--- config.mk ---
export PLATFORM = sky130hd
export DESIGN_NAME = if_fetch
export DESIGN_NICKNAME = d
export VERILOG_FILES = /design/src/rtl/if_fetch_pkg.sv /design/src/rtl/if_pc_reg.sv /design/src/rtl/if_fetch.sv
export SDC_FILE = /design/constraint.sdc
export NUM_CORES = 1
export LEC_CHECK = 0
export CAP_MARGIN = 20
export CORE_UTILIZATION = 35
export DETAILED_ROUTE_END_ITERATION = 6
export PLACE_DENSITY = 0.67
export SYNTH_ARGS = -nofsm -noshare
export SYNTH_HDL_FRONTEND = slang
export SYNTH_SLANG_ARGS = --single-unit
export TNS_END_PERCENT = 10
--- constraint.sdc ---
create_clock -name Clk -period 5.1 [get_ports Clk]
set_input_delay 1.275 -clock Clk [delete_from_list [all_inputs] [get_ports Clk]]
set_output_delay 1.275 -clock Clk [all_outputs]
set_load 0.01 [all_outputs]
--- src/rtl/if_fetch_pkg.sv ---
// Shared CPU definitions: fetch packet layout,
// fetch FSM encoding and the bubble instruction.
package if_fetch_pkg;

    localparam int PKT_PC_LSB    = 0;
    localparam int PKT_INSTR_LSB = 32;
    localparam int PKT_PCN_LSB   = 64;
    localparam int PKT_W         = 96;

    localparam logic [1:0] ST_BOOT  = 2'd0;
    localparam logic [1:0] ST_FETCH = 2'd1;
    localparam logic [1:0] ST_HALT  = 2'd2;

    localparam logic [31:0] NOP_INSTR = 32'h0000_0000;

    // Packet = {pc+4, instr, pc}; the add wraps modulo 2^32.
    function automatic logic [PKT_W-1:0] pkt_pack(
        input logic [31:0] pc,
        input logic [31:0] instr
    );
        return {pc + 32'd4, instr, pc};
    endfunction

endpackage

--- src/rtl/if_pc_reg.sv ---
// Program counter register with its next-PC mux:
// reset / branch redirect / sequential +4 / hold.
module if_pc_reg
    import if_fetch_pkg::*;
#(
    parameter logic [31:0] RESET_PC = 32'h0000_0000
) (
    input  logic        clk,
    input  logic        rst,
    input  logic        branch,
    input  logic [31:0] target,
    input  logic        advance,
    output logic [31:0] pc
);

    logic [31:0] pc_q;
    logic [31:0] pc_d;

    // Redirect beats sequential advance; otherwise hold.
    always_comb begin
        pc_d = pc_q;
        if (branch) begin
            pc_d = target;
        end else if (advance) begin
            pc_d = pc_q + 32'd4;
        end
    end

    // PC state, synchronous reset.
    always_ff @(posedge clk) begin
        if (rst) begin
            pc_q <= RESET_PC;
        end else begin
            pc_q <= pc_d;
        end
    end

    assign pc = pc_q;

endmodule

--- src/rtl/if_fetch.sv ---
// Instruction-fetch stage: owns the PC, talks to
// instruction memory and builds the IF/ID packet.
module if_fetch
    import if_fetch_pkg::*;
#(
    parameter logic [31:0] RESET_PC  = 32'h0000_0000,
    parameter int          TIMEOUT   = 15,
    parameter logic [31:0] NOP_INSTR = if_fetch_pkg::NOP_INSTR
) (
    input  logic             Clk,
    input  logic             Rst,
    input  logic             Stall,
    input  logic             Branch,
    input  logic [31:0]      BranchTarget,
    output logic             imem_req,
    output logic [31:0]      imem_addr,
    input  logic [31:0]      imem_rdata,
    input  logic             imem_ready,
    output logic [PKT_W-1:0] dataOut,
    output logic             valid,
    output logic             E,
    output logic [31:0]      pc,
    output logic             fetch_err
);

    localparam int WAIT_W = $clog2(TIMEOUT + 1);
    localparam logic [WAIT_W-1:0] WAIT_MAX = WAIT_W'(TIMEOUT);

    logic [1:0]        state_q, state_d;
    logic [WAIT_W-1:0] wait_cnt_q, wait_cnt_d;
    logic [PKT_W-1:0]  data_q, data_d;
    logic              valid_q, valid_d;
    logic              err_q, err_d;

    logic              req;
    logic              advance;
    logic              br_take;
    logic              accept;
    logic [31:0]       pc_cur;

    if_pc_reg #(
        .RESET_PC (RESET_PC)
    ) u_pc (
        .clk     (Clk),
        .rst     (Rst),
        .branch  (br_take),
        .target  (BranchTarget),
        .advance (advance),
        .pc      (pc_cur)
    );

    // A word is taken only if the slot is free or being drained.
    assign accept = imem_ready & (~valid_q | ~Stall) & ~Branch;

    // FSM, packet and timeout next-state logic.
    always_comb begin
        state_d    = state_q;
        wait_cnt_d = wait_cnt_q;
        data_d     = data_q;
        valid_d    = valid_q;
        err_d      = err_q;
        req        = 1'b0;
        advance    = 1'b0;
        br_take    = 1'b0;
        unique case (state_q)
            ST_BOOT: begin
                state_d = ST_FETCH;
                if (Branch) begin
                    br_take    = 1'b1;
                    valid_d    = 1'b0;
                    wait_cnt_d = '0;
                    data_d[PKT_INSTR_LSB +: 32] = NOP_INSTR;
                end
            end
            ST_FETCH: begin
                req = 1'b1;
                if (Branch) begin
                    br_take    = 1'b1;
                    valid_d    = 1'b0;
                    wait_cnt_d = '0;
                    data_d[PKT_INSTR_LSB +: 32] = NOP_INSTR;
                end else if (accept) begin
                    data_d     = pkt_pack(pc_cur, imem_rdata);
                    valid_d    = 1'b1;
                    advance    = 1'b1;
                    wait_cnt_d = '0;
                end else begin
                    if (valid_q && !Stall) begin
                        valid_d = 1'b0;
                    end
                    if (imem_ready) begin
                        wait_cnt_d = '0;
                    end else begin
                        wait_cnt_d = wait_cnt_q + 1'b1;
                        if (wait_cnt_d == WAIT_MAX) begin
                            err_d   = 1'b1;
                            valid_d = 1'b0;
                            state_d = ST_HALT;
                        end
                    end
                end
            end
            ST_HALT: begin
                valid_d = 1'b0;
            end
            default: begin
                state_d = ST_BOOT;
            end
        endcase
    end

    // Stage state; reset abandons any in-flight request.
    always_ff @(posedge Clk) begin
        if (Rst) begin
            state_q    <= ST_BOOT;
            wait_cnt_q <= '0;
            data_q     <= pkt_pack(RESET_PC, NOP_INSTR);
            valid_q    <= 1'b0;
            err_q      <= 1'b0;
        end else begin
            state_q    <= state_d;
            wait_cnt_q <= wait_cnt_d;
            data_q     <= data_d;
            valid_q    <= valid_d;
            err_q      <= err_d;
        end
    end

    assign imem_req  = req;
    assign imem_addr = pc_cur;
    assign pc        = pc_cur;
    assign dataOut   = data_q;
    assign valid     = valid_q;
    assign fetch_err = err_q;
    assign E         = valid_q & ~Stall & ~Branch;

endmodule

==> Flow_metrics.wiki <==
{| class="wikitable"
! Metric !! Value
|-
| Synthesized net count || 784
|-
| Post-CTS repair timing setup buffer count || 0
|-
| Clock buffer count from CTS || 17
|-
| Worst slew margin relative to its limit || 32.2%
|-
| Average footprint of a synthesized cell || 8.28 µm²
|-
| Number of port buffers || 232
|-
| Layout cells sized above 1 || 6.19%
|-
| Number of setup violations in the final report || 0
|-
| Vert. Die Dim || 132 µm
|-
| DRT Pass-1 Iters || 4
|-
| All-layer global routing usage || 21.3%
|-
| Top flip-flop cell by instance count after synthesis || dfxtp_1
|-
| Unrepaired setup endpoints after global routing || no
|-
| Clock sink count || 134
|-
| GRT met1 Usage || 27.3%
|-
| Clock-pin transition on the worst setup and hold timing paths || 0.05 ns
|-
| Post-DP HPWL || 12.6 mm
|-
| Post-DRT Antenna Nets || 0
|-
| Count leader, synth || dfxtp_1
|-
| Slew Viols, Final || 0
|-
| Maximum fanout count along the critical path || 6
|-
| Cell type with the highest aggregate area in the netlist || dfxtp_1
|-
| Master of the slowest instance on the critical path || clkdlybuf4s50_1
|-
| Leakage || 0.00295 µW
|-
| Final Cycle Share || 76.4%
|-
| CTS-repair resized insts || 0
|-
| Area of the die || 0.0174 mm²
|-
| Top achievable clock speed || 257 MHz
|-
| Worst Tran Pin Value || 1.01 ns
|-
| Number of nets at the end of the flow || 948
|-
| Most crowded layer after global routing || met2
|-
| Pin count of the biggest net entering global routing || 76
|-
| Hold Vio Cnt, Final || 0
|-
| Portion of the post-synthesis area used by sequential elements || 45.5%
|-
| Total length of routed wires || 18.5 mm
|-
| Critical path's largest stage delay || 0.59 ns
|-
| Critical path class || in -> out
|-
| Fraction of post-synthesis cell area in the top cell type by area || 45.5%
|-
| Synthesized netlist cell count || 712
|-
| Outcome || completed
|-
| Via count of the first global-routing pass || 5221
|-
| Minimum clock period after layout || 3.90 ns
|-
| Most numerous cell types in the synthesized netlist || 134 x dfxtp_1, 100 x nand2_1, 87 x nor2_1, 68 x a21oi_1, 44 x a22oi_1
|-
| Met3 track demand over resource in global routing || 6.77%
|-
| Worst vdd rail ir drop || 209 µV
|-
| Clock root buffer || clkbuf_16
|-
| Least setup slack across all paths after layout || 1.20 ns
|-
| Final setup TNS || 0 ns
|-
| Worst clock skew || 0.00753 ns
|-
| Netlist area before placement || 0.00589 mm²
|-
| Initial core utilization || 35.7%
|-
| Number of I/O pins || 233
|-
| Initial antenna violation count || 0
|-
| Average vias per placed instance || 5.13
|-
| Sort of element at the start of the critical path || input pin
|-
| Wire length of the first global-routing pass || 28.9 mm
|-
| Clk Latency, worst-skew pair || 0.41 ns
|-
| Count of flip-flops with a built-in enable after synthesis || 0
|-
| Worst Hold Class || reg -> reg
|-
| Crit path capture type || output pin
|-
| Arrival time at the worst endpoint || 2.62 ns
|-
| Post-synthesis async set-or-reset flop share || 0%
|-
| Data required, critical path || 3.83 ns
|-
| Violation count after the first detailed-route iteration || 373
|-
| Cell with the most instances on the worst path || clkdlybuf4s50_1
|-
| Antenna diode instance count || 0
|-
| Die width || 132 µm
|-
| TritonCTS clock tree || yes
|-
| Worst hold slack after final layout || 0.450 ns
|-
| Cell chain of the critical path || clkdlybuf4s50_1, nor3b_1, clkdlybuf4s50_1
|-
| Site row count || 47
|-
| Placeable Area || 0.0165 mm²
|-
| Final weighted congestion of routability-driven global placement || 0.765
|-
| Worst slack at placement || 1.23 ns
|-
| GR Layer Usage met2 || 34.0%
|-
| Hold_buf cts || 0
|-
| Largest buffer count on any clock path || 2
|-
| Number of remaining DRC errors || 0
|-
| Number of library cell types mapped by synthesis || 55
|-
| P&R area growth vs syn || 47.6%
|-
| Wire per inst || 16.7 µm
|-
| Max-cap violations || 0
|-
| Main area contributors after synthesis || dfxtp_1 46%, nand2_1 6.4%, a21oi_1 5.8%
|-
| Post-Route Utilization || 52.6%
|-
| Post-layout power || 2830 µW
|-
| #FFs+latches synth || 134
|-
| Total number of vias || 5690
|-
| Synth warn || 0
|-
| H-tree levels || 4
|-
| Power density of the placed cells || 325 mW/mm²
|-
| Leftover overflow at the end of global routing || 0
|}
==> area by class of cell <==
cell class              instances  area, µm²
well taps                     220        275
inverters                       9       33.8
repair buffers                237       2370
clock buffers                  21        470
multi-input cells             477       2670
clock inverters                11        196
flip-flops and latches        134       2680
fillers                      1567       7830
==> layout by cell type (no fill, tap or decap), types with 3 or more instances in the layout <==
master	count
clkdlybuf4s50_1	231
dfxtp_1	134
nand2_1	99
nor2_1	86
a21oi_1	68
a22oi_1	44
nand3_1	20
a211oi_1	20
clkbuf_16	17
o21ai_0	14
xnor2_1	12
nand4_1	11
xor2_1	10
inv_1	9
nor4_1	8
a31oi_1	6
o211ai_1	6
and3_1	5
or3_1	5
o311ai_0	5
o22ai_1	5
bufinv_16	5
buf_4	5
nor3_1	4
or2_2	3
nand2b_1	3
nor3_2	3
a311oi_1	3
ha_1	3
clkinv_4	3
clkbuf_8	3
==> worst paths after layout <==
path / start / endpoint / slack, ns / cells past startpoint
hold / removal: dataOut[8] / dataOut[8] / 0.45 / 2
setup / recovery: Branch / E / 1.20 / 3
hold reg to reg: dataOut[8] / dataOut[8] / 0.45 / 2
setup reg to reg: u_pc.pc[7] / u_pc.pc[28] / 2.14 / 5
==> registers in the layout (all words and copies together) (netlist names) <==
name,cells
dataOut,94
fetch_err,1
u_pc.pc,32
wait_cnt_q,4
valid,1
state_q,2
==> logic make-up after synthesis <==
logic type,Yosys count,synth area share [%]
compound gates,184,20.1
xor+xnor,22,3.27
fa+ha+maj,3,0.637
buf+inv,101,9.34
flops,134,45.5
simple gates,268,21.1
==> stage by stage <==
stage          cell area [µm²]  cells
2_1_floorplan             5890    712
3_3_place_gp              8030   1077
3_5_place_dp              8030   1077
4_1_cts                   8700   1109
5_1_grt                   8700   1109
6_report                  8700   1109
==> layer usage <==
| layer | up-vias | part of all wire [%] | wire length [µm] |
|---|---|---|---|
| met3 | 15 | 7.9 | 1460 |
| met1 | 2663 | 44 | 8150 |
| li1 | 2795 | - | - |
| met2 | 217 | 47 | 8720 |
| met4 | 0 | 0.95 | 175 |
| met5 | - | 0 | 0 |
==> critical path, delay by kind of cell <==
| kind | cells | cell delay [ns] |
|---|---|---|
| buffers and inverters | 2 | 1.10 |
| and+or+nand+nor | 1 | 0.24 |
==> report_power, final <==
part           leakage, µW  internal (µW)  switching [µW]
clock network     0.000319            908             469
registers          0.00109           1080            52.8
logic              0.00154            171             142
total              0.00295           2160             663
Note: power is estimated with default switching activity, not from simulation.
